===== src/rtl/chess_pkg.sv =====
// Shared chess definitions: piece/colour codes and the 16-bit move word layout
// produced by the cell grid and carried through the per-column move FIFOs.
package chess_pkg;

    typedef enum logic [2:0] {
        EMPTY   = 3'd0,
        PAWN    = 3'd1,
        KNIGHT  = 3'd2,
        BISHOP  = 3'd3,
        ROOK    = 3'd4,
        QUEEN   = 3'd5,
        KING    = 3'd6,
        NOTUSED = 3'd7
    } piece_e;

    typedef enum logic {
        WHITE = 1'b0,
        BLACK = 1'b1
    } color_e;

    localparam int MOVE_W    = 16;
    localparam int COORD_W   = 3;
    localparam int PIECE_W   = 3;
    localparam int FROMX_LSB = 13;
    localparam int FROMY_LSB = 10;
    localparam int TOX_LSB   = 7;
    localparam int TOY_LSB   = 4;
    localparam int PIECE_LSB = 1;
    localparam int CAP_LSB   = 0;

    localparam logic [MOVE_W-1:0] PVOID = '0;

    typedef struct packed {
        logic [COORD_W-1:0] from_x;
        logic [COORD_W-1:0] from_y;
        logic [COORD_W-1:0] to_x;
        logic [COORD_W-1:0] to_y;
        piece_e             piece;
        logic               capture;
    } move_t;

endpackage


===== src/rtl/rr_arbiter8.sv =====
// Combinational 8-way round-robin arbiter: picks the first requester at or
// after ptr (wrapping 7->0); grant is one-hot only when en is high.
module rr_arbiter8 (
    input  logic [7:0] req,
    input  logic [2:0] ptr,
    input  logic       en,
    output logic [7:0] grant,
    output logic [2:0] gidx
);

    logic [7:0] w_rot;
    logic       w_found;

    // w_rot[k] is the request k positions after the pointer
    genvar gi;
    generate
        for (gi = 0; gi < 8; gi++) begin : g_rot
            assign w_rot[gi] = req[3'(ptr + 3'(gi))];
        end
    endgenerate

    always_comb begin
        w_found = 1'b0;
        gidx    = ptr;
        grant   = '0;
        for (int k = 0; k < 8; k++) begin
            if (!w_found && w_rot[k]) begin
                w_found = 1'b1;
                gidx    = ptr + 3'(k);
            end
        end
        if (en && w_found) begin
            grant[gidx] = 1'b1;
        end
    end

endmodule


===== src/rtl/column_move_fifo.sv =====
// Per-column move collector: round-robin grants one cell move per cycle into a
// FIFO and presents the head to the move-list collector with valid/ready.
module column_move_fifo
    import chess_pkg::*;
#(
    parameter int DEPTH = 16,
    parameter int AW    = 4,
    parameter int NCELL = 8
) (
    input  logic                    clk,
    input  logic                    resetn,
    input  logic                    newboard,
    input  logic [NCELL-1:0]        req,
    input  logic [NCELL*MOVE_W-1:0] movein,
    output logic [NCELL-1:0]        ack,
    output logic [MOVE_W-1:0]       outmove,
    output logic                    outvalid,
    input  logic                    outready,
    output logic [AW:0]             count,
    output logic                    full,
    output logic                    empty,
    output logic [7:0]              movecount,
    output logic                    idle
);

    localparam logic [AW-1:0] PTR_ONE  = 1;
    localparam logic [AW:0]   CNT_ONE  = 1;
    localparam logic [AW:0]   CNT_FULL = (AW+1)'(DEPTH);

    logic [MOVE_W-1:0] r_mem [DEPTH];
    logic [AW-1:0]     r_wr_ptr;
    logic [AW-1:0]     r_rd_ptr;
    logic [AW:0]       r_count;
    logic [2:0]        r_rr;
    logic [7:0]        r_movecount;
    logic [MOVE_W-1:0] r_head;

    logic              w_full;
    logic              w_empty;
    logic              w_en;
    logic [7:0]        w_grant;
    logic [2:0]        w_gidx;
    logic              w_push;
    logic              w_pop;
    logic [MOVE_W-1:0] w_win_move;
    logic [AW-1:0]     w_rd_next;
    logic [AW:0]       w_count_next;

    assign w_full  = (r_count == CNT_FULL);
    assign w_empty = (r_count == '0);
    // Gating on registered full keeps outready out of the grant path
    assign w_en    = resetn && !newboard && !w_full;

    rr_arbiter8 u_arb (
        .req   (req),
        .ptr   (r_rr),
        .en    (w_en),
        .grant (w_grant),
        .gidx  (w_gidx)
    );

    assign w_push     = |w_grant;
    assign w_pop      = !w_empty && outready;
    assign w_win_move = movein[32'(w_gidx) * MOVE_W +: MOVE_W];
    assign w_rd_next  = w_pop ? (r_rd_ptr + PTR_ONE) : r_rd_ptr;

    always_comb begin
        w_count_next = r_count;
        case ({w_push, w_pop})
            2'b10:   w_count_next = r_count + CNT_ONE;
            2'b01:   w_count_next = r_count - CNT_ONE;
            default: w_count_next = r_count;
        endcase
    end

    always_ff @(posedge clk) begin
        if (w_push) begin
            r_mem[r_wr_ptr] <= w_win_move;
        end
    end

    always_ff @(posedge clk) begin
        if (!resetn || newboard) begin
            r_wr_ptr    <= '0;
            r_rd_ptr    <= '0;
            r_count     <= '0;
            r_rr        <= '0;
            r_movecount <= '0;
            r_head      <= PVOID;
        end else begin
            r_count  <= w_count_next;
            r_rd_ptr <= w_rd_next;
            if (w_push) begin
                r_wr_ptr <= r_wr_ptr + PTR_ONE;
                r_rr     <= w_gidx + 3'd1;
                if (r_movecount != 8'hFF) begin
                    r_movecount <= r_movecount + 8'd1;
                end
            end
            // New head bypasses the array when it is the entry being written now
            if (w_push || w_pop) begin
                r_head <= (w_push && (w_rd_next == r_wr_ptr)) ? w_win_move
                                                               : r_mem[w_rd_next];
            end
        end
    end

    assign ack       = w_grant;
    assign outmove   = r_head;
    assign outvalid  = !w_empty;
    assign count     = r_count;
    assign full      = w_full;
    assign empty     = w_empty;
    assign movecount = r_movecount;
    assign idle      = w_empty && (req == '0);

endmodule


===== config.mk =====
export PLATFORM = sky130hd
export DESIGN_NAME = column_move_fifo
export DESIGN_NICKNAME = d
export VERILOG_FILES = /design/src/rtl/chess_pkg.sv /design/src/rtl/rr_arbiter8.sv /design/src/rtl/column_move_fifo.sv
export SDC_FILE = /design/constraint.sdc
export NUM_CORES = 1
export LEC_CHECK = 0
export BUFFER_PORTS_ARGS = -buffer_cell sky130_fd_sc_hd__buf_2
export CAP_MARGIN = 10
export CORE_UTILIZATION = 45
export DETAILED_ROUTE_END_ITERATION = 16
export MAX_ROUTING_LAYER = met4
export SLEW_MARGIN = 40
export SYNTH_ARGS = -nofsm -noshare
export SYNTH_HDL_FRONTEND = slang
export SYNTH_SLANG_ARGS = --single-unit

===== constraint.sdc =====
create_clock -name clk -period 6.56 [get_ports clk]
set_input_delay 0.328 -clock clk [delete_from_list [all_inputs] [get_ports clk]]
set_output_delay 0.328 -clock clk [all_outputs]
set_load 0.03 [all_outputs]

# == Word-level counts from Yosys, hierarchy flattened ==
# Memories as Yosys holds them, arrays and structs flattened. A register that Yosys moved wholly into a read port is not among the register bits.
# Cells that the tools add are included.
# word_totals
ramBits,256
regBits,24
elab_cells,103
mem_count,1
# memory_table
name,depth,word_bits,rd,rd_clocked_by_memory_dff,wr,line,source
r_mem,16,16,1,1,1,column_move_fifo.sv:30,logic [MOVE_W-1:0] r_mem [DEPTH];
# op_classes
mux,38
n_shift,1
eq_ne,4
n_lt_le_gt_ge,10
reduce_logical,31
add_sub_neg,13
# ops
operator,n
$shiftx A128 B8 Y16,1
$lt A3 B4 Y1 const B,9
$bmux W1 S3,8
$mux W3,7
$mux W1,19
$logic_and A1 B1 Y1,13
$add A3 B3 Y3 const B,4
$logic_not A1 Y1,11
$pmux W5 S2,1
$add A4 B1 Y4 const B,2
$add A8 B1 Y8 const B,1
$logic_not A8 Y1,1
$mux W8,1
$ne A8 B8 Y1 const B,1
$reduce_or A8 Y1,1
$add A3 B1 Y3 const B,2
$add A3 B2 Y3 const B,2
$add A5 B1 Y5 const B,1
$eq A5 B5 Y1 const B,1
$logic_not A5 Y1,1
$sub A5 B1 Y5 const B,1
$mux W4,1
$demux W1 S3,1
$ge A3 B1 Y1 const B,1
other kinds (5),6

# == Longest topological paths before layout ==
# Gate-level depths: netlist (run 1).
# logic_depth
ltp_word,32
depth_mapped,22

# == Hierarchy ==
# Synthesis (run 1) repeated with hierarchy kept, for this count alone.
# unflattened
cells_unflattened,1227
hier_area_um2,16107.9
# by_module_without_submodules
module,instances,area_per_inst_um2,seq_area_each_um2,cells_per_inst
column_move_fifo,1,15104.5,8488.1,1113
rr_arbiter8,1,1003.5,0.0,114

# == Worst setup path after synthesis (run 1) ==
# OpenSTA, ideal clock, no wires.
# synth_timing
kind,register to register
start,register r_rr[0]
end,"register r_count[4], in the netlist count[4]"
path_slack_ns,1.773
arrival_ns,4.717
stages_incl_launch_ff,23
synth_period_minus_slack_ns,4.787
path_cell_list,dfxtp_1 buf_4 inv_2 clkbuf_1 clkbuf_1 ha_1 buf_6 mux2_4 mux4_2 nor2_1 nand3_2 o22ai_1 nor2_1 inv_1 ha_1 inv_1 fa_1 inv_1 a21o_1 a21oi_1 xnor2_1 or3_1 a21oi_1
# synth_between
elab_chain_cells,32
elab_cells_between_ends,64
# synth_rtl
item,line,source
from (decl),column_move_fifo.sv:34,logic [2:0] r_rr;
from (signal assigned),column_move_fifo.sv:95,r_rr <= w_gidx + 3'd1;
"parallel branches: the longest is 28 deep, another holds $add A3 B1 Y3",-,
$mux W8 (*),rr_arbiter8.sv:32,if (en && w_found) begin
$reduce_or A8 Y1 (*),column_move_fifo.sv:62,assign w_push = |w_grant;
$eq A2 B1 Y1 / $eq A2 B2 Y1 (equally long branches),column_move_fifo.sv:69,"case ({w_push, w_pop})"
$pmux W5 S2 / $reduce_bool A2 Y1 (equally long branches),-,
to (signal assigned),column_move_fifo.sv:91,r_count <= w_count_next;
to (decl),column_move_fifo.sv:33,logic [AW:0] r_count;
# Every way passes the cells marked *. The select of a mux whose other input is x is not followed.
# A chain may end at the register's enable or synchronous reset.

# == Worst setup path after layout (run 1) ==
# layout_timing
start,register r_rr[1]
end,output ack[3]
# layout_between
elab_chain_cells,29
elab_cells_between_ends,59
# layout_rtl
item,line,source
"parallel branches: the longest is 28 deep, another holds $add A3 B1 Y3",-,
$mux W8 (*),rr_arbiter8.sv:32,
to (decl),column_move_fifo.sv:15,"output logic [NCELL-1:0] ack,"
# Marks and branches as above.

==> results of run 1 <==
## path summary, 6_finish.rpt
| path | from | endpoint | slack [ns] | depth (start not counted) |
|---|---|---|---|---|
| worst max-delay path | r_rr[1] | ack[3] | 1.18 | 11 |
| worst min-delay path | resetn | count[0] | 0.31 | 4 |
| worst max register to register | r_rr[1] | r_mem[11][9] | 1.34 | 13 |
| worst min register to register | count[4] | count[4] | 0.52 | 2 |
## cell families (layout without fill, tap and decap cells)
| family | after synthesis | after routing |
|---|---|---|
| AOI/OAI and AO/OA | 206 | 206 |
| buffers and inverters | 126 | 296 |
| adders and majority gates | 14 | 14 |
| xor gates and xnor gates | 28 | 28 |
| DFF | 296 | 296 |
| muxes | 144 | 144 |
| and+or+nand+nor | 462 | 462 |
## cells in the mapped netlist, drive strengths merged (3+ instances only)
master	instances	area share [%]
mux2	6	0.51
a211oi	3	0.18
nor2b	5	0.20
and2	3	0.12
dfxtp	40	5.2
clkbuf	60	1.5
nand2b	7	0.33
buf	34	1.2
o22ai	3	0.16
nor2	51	1.3
edfxtp	256	50
o21ai	19	0.62
a32oi	17	0.96
nand2	278	6.8
a31oi	3	0.22
inv	32	0.78
or4	65	3.2
mux2i	63	4.1
nor3	8	0.26
xnor2	12	0.68
nand3	4	0.16
ha	13	1.1
a21oi	77	2.5
a21o	4	0.19
and3	4	0.16
mux4	75	11
xor2	16	1.1
nor3b	4	0.19
a41oi	3	0.22
nand4	23	0.93
or3	3	0.15
a21boi	64	3.1
## final cells by class
type / count / share of cell area (%)
clock buffers: 33 / 4.02
clock inverters: 18 / 1.33
inverters: 32 / 0.678
multi-input cells: 854 / 36.6
flip-flops and latches: 296 / 47.4
well taps: 448 / 3.13
repair buffers: 213 / 6.82
## through the flow
stage          total power, uW  util (%)  instances  worst slack (ns)
2_1_floorplan             6130         -       1276              1.77
3_3_place_gp              7300      50.2       1841              1.11
3_5_place_dp              7410      50.3       1842              1.12
4_1_cts                   9100      53.2       1893             0.911
5_1_grt                   9620      53.3       1894             0.899
6_report                  9090      53.3       1894              1.18
## per-layer routing
layer,part of all wire (%),global-route usage (%),vias up
met5,0,-,-
met4,3.1,7.57,0
met3,6.1,3.41,73
met2,46,37.0,394
met1,45,36.4,5607
li1,-,-,5111
## power groups by stage
stage	sequential [uW]	combinational, uW	clock [uW]
CTS	3400	4000	1700
global route	3410	4430	1770
detailed placement	3440	3970	0
finish	3400	4020	1680
global placement	3430	3870	0
floorplan	3420	2710	0
## sequential cells by signal (all words and copies together) (netlist names)
signal     count
count          5
movecount      8
outmove       16
r_mem        256
r_rd_ptr       4
r_rr           3
r_wr_ptr       4
## worst register-to-register path, stage by stage, from the launching register on
cell and delay [ns]:
dfxtp_1 0.62, inv_1 0.15, ha_2 0.70, mux2_2 0.41, mux4_2 0.56, nor2_1 0.22, nand3_2 0.25, o2111ai_4 0.53
buf_16 0.23, buf_12 0.23, a21oi_1 0.08, or4_1 0.50, nand4_1 0.19, inv_1 0.23
==> key figures, run 1 <==
Status
  • Status: completed

Synth
  • Avg Inst Size Synth: 12.1 um2
  • Post-synth EDFFs: 256
  • Mapped Cells: 1,276
  • Distinct cells, synth: 67
  • Mapped Area: about 15,000 um2
  • Top FF cell, synth: edfxtp_1
  • Ys Warns: 0
  • Mux cell area share after synthesis: roughly 16%
  • Synth Area in Adders: 1.18%
  • Register area share after synthesis: 55.0%
  • Compound-Gate Fraction of Synth Area: 9.07%
  • Synth Area in Simple Gates: 14.1%
  • XOR/XNOR Fraction of Synth Area: under 10%
  • Combinational family with the most area after synthesis: multiplexers
  • Syn_nets: around 1,400
  • #FFs+latches synth: 296
  • Async S/R FF share, synth: 0%

Timing
  • Slew Viols, Final: 0
  • Rel. slew slack: roughly 44%
  • Final min period: 5.38 ns
  • Tightest Pin Transition: around 0.84 ns
  • Crit share post-route: between 80 and 90%
  • Setup violations, final: 0
  • Fmax: between 150 and 200 MHz
  • RSZ-0062 raised after global routing: no
  • WHS: ~0.31 ns
  • Fin. Hold Viols: 0
  • Final setup TNS: 0 ns
  • Post-Route Skew: ~0.054 ns

Placement
  • DP HPWL: between 20,000 and 30,000 um
  • RD Place Congestion: about 0.85
  • Dpl cell area: between 15,000 and 20,000 um2
  • Port bufs: 180

Layout
  • Commonest non-fill, non-tap cell in the layout: nand2_1
  • Most frequent cells in the layout: nand2_1 (278), edfxtp_1 (256), buf_2 (180)
  • Post-route cell area: roughly 18,000 um2
  • Layout cells sized above 1: 25.9%
  • Final #Nets: around 1,600
  • Area of the multi-input gates: about 6600 um2
  • Ant diodes: 0
  • FF+latch area: between 8000 and 9000 um2
  • Fill count: 2,836
  • Synth-to-layout area growth: 16.0%

Clocking
  • CTS tree: done
  • Worst skew pair latency: 0.58 ns
  • Clock Path Buffers: 3
  • Hold_buf cts: 0
  • Clock sink total: between 200 and 300
  • Clk pin slew, worst setup/hold paths: roughly 0.060 ns
  • Post-CTS resize count: 0
  • Total CTS buffers: 28
  • H-Tree Depth: 1
  • Clk root buf: clkbuf_16
  • Setup bufs post-CTS: 0

Critical path
  • Setup crit end kind: output pin
  • Critical Path Max Stage Delay: around 0.70 ns
  • Worst Path Arrival: ~5 ns
  • WP data required: 6.23 ns
  • Startpoint type of the worst setup path: flip-flop
  • Worst-path fanout max: 34
  • Cell Chain, Critical Path: inv_1 -> ha_2 -> mux2_2 -> mux4_2 -> nor2_1 -> nand3_2 -> a211oi_2 -> a21o_2 -> nand2_1 -> nor2_1 -> buf_2
  • Top delay family on crit path: simple AND/OR/NAND/NOR gates
  • Critical Setup Path Class: reg2out
  • Critical Path Slowest Stage Cell: ha_2
  • Buf+Inv Stages, Crit Path: 2
  • Cell mode on critical path: nor2_1

Pwr
  • Sequential share of power: 37.4%
  • Switching pwr: between 3000 and 4000 uW
  • Net Sw Frac: between 30% and 40%
  • Peak supply drop: approximately 280 uV
  • Cell Int Power: around 5500 uW
  • Comb power frac: between 40% and 50%
  • Leakage: ~0.007 uW
  • Pwr/cell area: just over 500 nW/um2
  • Clock power frac: a little under a fifth

Global route
  • Initial antenna violation count: 0
  • Largest net degree at the start of global routing: 131
  • Vias in the first global route: 10,400
  • Total GRT Usage: around 25%
  • First-pass GRT wire length: about 65,000 um
  • GR Overflow Total: 0

Floorplanning
  • Die X: around 190 um
  • Starting Density: 45.9%
  • Row Count: 67
  • Core ar.: 33,600 um2
  • Ports: roughly 180
  • Die H: around 190 um
  • Die area: ~35,000 um2

Drt
  • Via Count: ~11,000
  • DRT iter0 DRCs: 1,093
  • DRC: 0
  • 1st-pass router iterations: 5
  • Final ANT Viol Nets: 0
  • Routed vias/inst: between 5 and 6
  • Routed wire length: 43,000 um
  • DR WL/cell: 22.7 um

Job
  • Number of max-cap violations: 0

Min path
  • Worst hold path type: in2reg
Note: power is estimated with default switching activity, not from simulation.
==> run 2: changes to the inputs <==
--- a/config.mk
+++ b/config.mk
@@ -5,6 +5,7 @@
 export SDC_FILE = /design/constraint.sdc
 export NUM_CORES = 1
 export LEC_CHECK = 0
+export ABC_AREA = 1
 export BUFFER_PORTS_ARGS = -buffer_cell sky130_fd_sc_hd__buf_2
 export CAP_MARGIN = 10
 export CORE_UTILIZATION = 45
==> constraint.sdc (replaced) <==
create_clock -name clk -period 4.95 [get_ports clk]
set_input_delay 0.2475 -clock clk [delete_from_list [all_inputs] [get_ports clk]]
set_output_delay 0.2475 -clock clk [all_outputs]
set_load 0.03 [all_outputs]
==> key figures, run 2 <==
Clocking
  • CTS tree: done
  • Clock sink total: just under 300
  • Total CTS buffers: 30
  • Hold_buf cts: 0
  • H-Tree Depth: 1
  • Clk root buf: clkbuf_16
  • Post-CTS resize count: 0
  • Setup bufs post-CTS: 0
  • Clock Path Buffers: 3
  • Worst skew pair latency: roughly 0.57 ns
  • Clk pin slew, worst setup/hold paths: ~0.06 ns

Global route
  • First-pass GRT wire length: 65,100 um
  • Initial antenna violation count: 0
  • Vias in the first global route: ~11,000
  • Total GRT Usage: between 20% and 30%
  • GR Overflow Total: 0
  • Largest net degree at the start of global routing: 95

Timing
  • Slew Viols, Final: 0
  • Rel. slew slack: between 30% and 40%
  • RSZ-0062 raised after global routing: no
  • Fmax: 220 MHz
  • Fin. Hold Viols: 0
  • WHS: approximately 0.19 ns
  • Post-Route Skew: around 0.016 ns
  • Final min period: 4.54 ns
  • Tightest Pin Transition: roughly 0.9 ns
  • Crit share post-route: approximately 90%
  • Final setup TNS: 0 ns
  • Setup violations, final: 0

Layout
  • Fill count: between 2,000 and 3,000
  • Post-Layout Cell Count: approximately 2,200
  • FF+latch area: roughly 8500 um2
  • Final #Nets: about 1,900
  • Area of the multi-input gates: around 5300 um2
  • Ant diodes: 0
  • Reg with most FFs: r_mem
  • Most frequent cells in the layout: nand2_1 (420), edfxtp_1 (256), buf_2 (180)
  • Commonest non-fill, non-tap cell in the layout: nand2_1
  • Post-route cell area: roughly 17,000 um2
  • Post-Route Utilization: a little over half
  • Largest register FFs: roughly 260
  • Layout cells sized above 1: between 10% and 20%
  • Synth-to-layout area growth: 16.9%

Drt
  • DRC: 0
  • Final ANT Viol Nets: 0
  • Routed vias/inst: around 5.4
  • Via Count: approximately 12,000
  • 1st-pass router iterations: 8
  • DRT iter0 DRCs: between 1,000 and 1,500
  • DR WL/cell: slightly below 20 um
  • Routed wire length: about 43,000 um

Pwr
  • Pwr/cell area: roughly 860 nW/um2
  • Peak supply drop: ~750 uV
  • Leakage: between 0.007 and 0.008 uW

Synth
  • Top post-synthesis cells by count: nand2_1 (423), edfxtp_1 (256), a21oi_1 (158)
  • Mapped Cells: between 1,500 and 2,000
  • Synth top area share: between 50% and 60%
  • #FFs+latches synth: 296
  • Post-synth top area cell: edfxtp_1
  • Post-synth EDFFs: 256
  • Avg Inst Size Synth: just over 9 um2
  • Syn_nets: roughly 1,700
  • Mapped Area: about 15,000 um2
  • Top FF cell, synth: edfxtp_1
  • Async S/R FF share, synth: 0%
  • Register area share after synthesis: 57.7%
  • Top cells by area, synth: edfxtp_1 (52%), nand2_1 (11%), dfxtp_1 (5.4%)
  • Distinct cells, synth: 46
  • Count leader, synth: nand2_1
  • Ys Warns: 0

Critical path
  • Worst reg2reg setup slack: just under 0.8 ns
  • Cell Chain, Critical Path: inv_2 -> ha_1 -> inv_1 -> nand3_1 -> nand3_1 -> nand2_4 -> nor2_4 -> nand4_2 -> nor2_4 -> nand3_4 -> nor2_2 -> inv_1 -> nand2_2 -> nand2_1 -> nor2_1 -> nand2_1 -> inv_1 -> buf_2
  • CP startpoint: r_rr[1]
  • WP data required: roughly 4.7 ns
  • Critical Setup Path Class: reg2out
  • WP depth: 18
  • Worst Setup EP: ack[3]
  • Startpoint type of the worst setup path: flip-flop
  • Worst flop-to-flop path endpoint: outmove[6]
  • Critical Path Max Stage Delay: around 0.54 ns
  • Top delay family on crit path: simple AND/OR/NAND/NOR gates
  • Worst-path fanout max: 36
  • Reg2Reg Depth: 20
  • Crit Reg-Reg Startpoint: r_rr[1]
  • Worst Path Arrival: about 4.3 ns
  • Critical Path Slowest Stage Cell: dfxtp_1
  • Cell mode on critical path: inv_1
  • Buf+Inv Stages, Crit Path: 5
  • Setup crit end kind: output pin

Job
  • Number of max-cap violations: 0

Placement
  • Port bufs: 180
  • DP HPWL: roughly 28,000 um
  • Placed cells: around 2,200
  • Dpl cell area: roughly 16,000 um2
  • RD Place Congestion: just over 0.9

Floorplanning
  • Die H: 183 um
  • Ports: roughly 180
  • Row Count: 65
  • Die X: approximately 180 um
  • Core ar.: around 32,000 um2
  • Starting Density: 46.1%
  • Die area: about 33,000 um2

Status
  • Status: completed

Min path
  • Worst hold path type: in2reg
## run 2: worst reg2reg max path: cells and delay by family, from the launching register on
family	cells	cell delay (ns)
AND/OR/NAND/NOR	13	1.79
adder cells (fa/ha/maj)	1	0.44
flip-flops	1	0.54
AO/OA/AOI/OAI	2	0.69
buffers and inverters	4	0.67
## run 2: through the flow
stage               setup slack, ns  power, uW
global placement              0.966      12400
CTS                           0.419      14800
detailed placement            0.784      12600
finish                        0.410      14800
global route                 0.0553      15800
floorplan                      1.25      10500
## run 2: routing by layer
layer,wire length (um),part of all wire (%),GRT usage (%),vias up
met2,20300,48,43.0,502
met3,2840,6.7,3.32,72
li1,-,-,-,5833
met1,18400,43,34.6,5586
met4,1080,2.5,7.30,0
met5,0,0,-,-
## run 2: how the worst min path moves through the flow
stage | startpoint | end | slack, ns | cells past startpoint
detailed placement | outmove[11] | outmove[11] | 0.45 | 2
finish | newboard | r_rr[2] | 0.19 | 5
floorplan | r_wr_ptr[2] | r_wr_ptr[3] | 0.50 | 2
global placement | outmove[10] | outmove[10] | 0.46 | 2
global route | newboard | r_wr_ptr[1] | 0.21 | 5
CTS | newboard | r_rr[2] | 0.17 | 5
## run 2: kinds of logic (layout without fill, tap and decap cells)
logic type	Yosys count	after routing	share of synthesized area (%)
adders and majority gates	14	14	1.24
xor gates and xnor gates	8	8	0.476
DFF	296	296	57.7
buffers and inverters	229	421	6.82
and+or+nand+nor	649	649	18.9
AOI/OAI and AO/OA	395	395	14.9
## run 2: cell type report
class / count / area share (%)
Tap cell: 435 / 3.17
Sequential cell: 296 / 49.4
Inverter: 132 / 2.91
Clock inverter: 17 / 0.939
Clock buffer: 39 / 4.80
Multi-Input combinational cell: 1066 / 30.7
Timing Repair Buffer: 233 / 8.11
## run 2: power breakdown
| group | total, uW | switching, uW | internal (uW) |
|---|---|---|---|
| combinational | 7310 | 5780 | 1530 |
| clock | 2240 | 960 | 1280 |
| sequential | 5260 | 53.7 | 5210 |
| total | 14800 | 6790 | 8020 |
==> run 3: changes to the inputs <==
--- a/config.mk
+++ b/config.mk
@@ -6,10 +6,10 @@
 export NUM_CORES = 1
 export LEC_CHECK = 0
 export ABC_AREA = 1
-export BUFFER_PORTS_ARGS = -buffer_cell sky130_fd_sc_hd__buf_2
 export CAP_MARGIN = 10
 export CORE_UTILIZATION = 45
 export DETAILED_ROUTE_END_ITERATION = 16
+export DONT_BUFFER_PORTS = 1
 export MAX_ROUTING_LAYER = met4
 export SLEW_MARGIN = 40
 export SYNTH_ARGS = -nofsm -noshare
==> key figures, run 3 (synthesis results as in run 2) <==
Status
  • Status: completed

Global route
  • GR Overflow Total: 0
  • Initial antenna violation count: 2
  • First-pass GRT wire length: about 63,000 um
  • Total GRT Usage: around 25%
  • Largest net degree at the start of global routing: about 190
  • Vias in the first global route: 10,900

Drt
  • DRT iter0 DRCs: ~1,000
  • Final ANT Viol Nets: 0
  • 1st-pass router iterations: 5
  • DR WL/cell: 20.2 um
  • DRC: 0
  • Routed wire length: ~41,000 um
  • Via Count: 11,500
  • Routed vias/inst: approximately 5.6

Critical path
  • WP data required: between 4 and 5 ns
  • Critical Path Max Stage Delay: ~0.48 ns
  • Critical Path Slowest Stage Cell: nand2_2
  • Buf+Inv Stages, Crit Path: 5
  • Worst-path fanout max: 36
  • Critical Setup Path Class: reg2out
  • Top delay family on crit path: simple AND/OR/NAND/NOR gates
  • Cell Chain, Critical Path: buf_4 -> inv_2 -> ha_1 -> inv_1 -> nand3_1 -> nand3_1 -> nand2_4 -> nor2_4 -> nand4_2 -> nor2_4 -> nand3_4 -> nor2_2 -> inv_1 -> nand2_2 -> nand2_1 -> nor2_1 -> nand2_1 -> inv_1
  • Setup crit end kind: output pin
  • Cell mode on critical path: inv_1
  • Startpoint type of the worst setup path: flip-flop
  • Worst Path Arrival: ~4.3 ns

Layout
  • Commonest non-fill, non-tap cell in the layout: nand2_1
  • Final #Nets: between 1,500 and 2,000
  • Most frequent cells in the layout: nand2_1 (420), edfxtp_1 (256), a21oi_1 (158)
  • Reg with most FFs: r_mem
  • Layout cells sized above 1: around 8.6%
  • Fill count: 2,975
  • Synth-to-layout area growth: 10.3%
  • Largest register FFs: 256

Timing
  • Post-Route Skew: between 0.015 and 0.02 ns
  • Fin. Hold Viols: 0
  • Final setup TNS: 0 ns
  • RSZ-0062 raised after global routing: no
  • Slew Viols, Final: 0
  • Setup violations, final: 0
  • Crit share post-route: between 90 and 100%
  • Fmax: between 200 and 250 MHz
  • Rel. slew slack: around 48%
  • Final min period: around 4.6 ns
  • Tightest Pin Transition: approximately 0.78 ns

Clocking
  • Clk root buf: clkbuf_16
  • CTS tree: done
  • Clk pin slew, worst setup/hold paths: about 0.060 ns
  • Worst skew pair latency: 0.57 ns
  • Clock Path Buffers: 3
  • Clock sink total: 296
  • Hold_buf cts: 0
  • Total CTS buffers: 30
  • H-Tree Depth: 1
  • Post-CTS resize count: 0
  • Setup bufs post-CTS: 0

Floorplanning
  • Ports: 181
  • Row Count: 65
  • Die X: ~180 um
  • Core ar.: between 30,000 and 40,000 um2
  • Die H: between 150 and 200 um
  • Starting Density: between 40% and 50%
  • Die area: between 30,000 and 40,000 um2

Placement
  • Port bufs: 0
  • RD Place Congestion: around 0.89
  • DP HPWL: 26,100 um

Job
  • Number of max-cap violations: 0

Min path
  • Worst hold path type: in2reg
==> run 3: cell count changes in the layout (fill, tap and decap cells not counted), sizes merged <==
cell | before | now
clkbuf | 39 | 48
clkinv | 14 | 6
buf | 233 | 53
diode | 0 | 2
inv | 133 | 132
==> run 3: metal layers <==
layer / wire (um) / vias up / global-route usage, %
met5: 0 / - / -
met2: 19700 / 473 / 41.3
li1: - / 5485 / -
met4: 1550 / 0 / 9.80
met3: 2620 / 102 / 2.82
met1: 17400 / 5398 / 32.9
==> run 3: final timing paths <==
kind | from | endpoint | slack [ns] | depth (start not counted)
worst max-delay path | r_rr[0] | ack[3] | 0.38 | 18
worst min-delay path | outready | r_rd_ptr[1] | 0.07 | 4
worst max register to register | r_rr[0] | r_mem[5][15] | 0.78 | 18
worst min register to register | r_wr_ptr[2] | r_wr_ptr[3] | 0.55 | 2
==> run 3: per-stage QoR <==
| step | setup WS (ns) | cells | cell area [um2] | util (%) | hold WS [ns] |
|---|---|---|---|---|---|
| floorplan | 1.25 | 1591 | 14700 | - | 0.502 |
| global placement | 0.885 | 1982 | 15300 | 47.8 | 0.535 |
| detailed placement | 0.788 | 1982 | 15300 | 47.8 | 0.537 |
| CTS | 0.305 | 2038 | 16200 | 50.8 | 0.0646 |
| global route | 0.0558 | 2040 | 16200 | 50.9 | 0.0941 |
| finish | 0.382 | 2040 | 16200 | 50.9 | 0.0653 |
==> run 3: final cells by class <==
type	instances	area (um2)	share of cell area, %
Sequential cell	296	8490	52.3
Multi-Input combinational cell	1066	5280	32.6
Inverter	132	500	3.08
Timing Repair Buffer	53	452	2.78
Clock inverter	8	115	0.709
Clock buffer	48	838	5.17
Antenna cell	2	5.00	0.0308
Tap cell	435	544	3.35
==> run 3: tightest hold or removal path, stage by stage <==
cell and delay [ns]:
nand2_2 0.14, o21ai_4 0.08, inv_1 0.07, nor2_1 0.04
Power of run 3 is not shown: default switching activity piles up to over one toggle a cycle in this logic, so the estimate is an artifact.
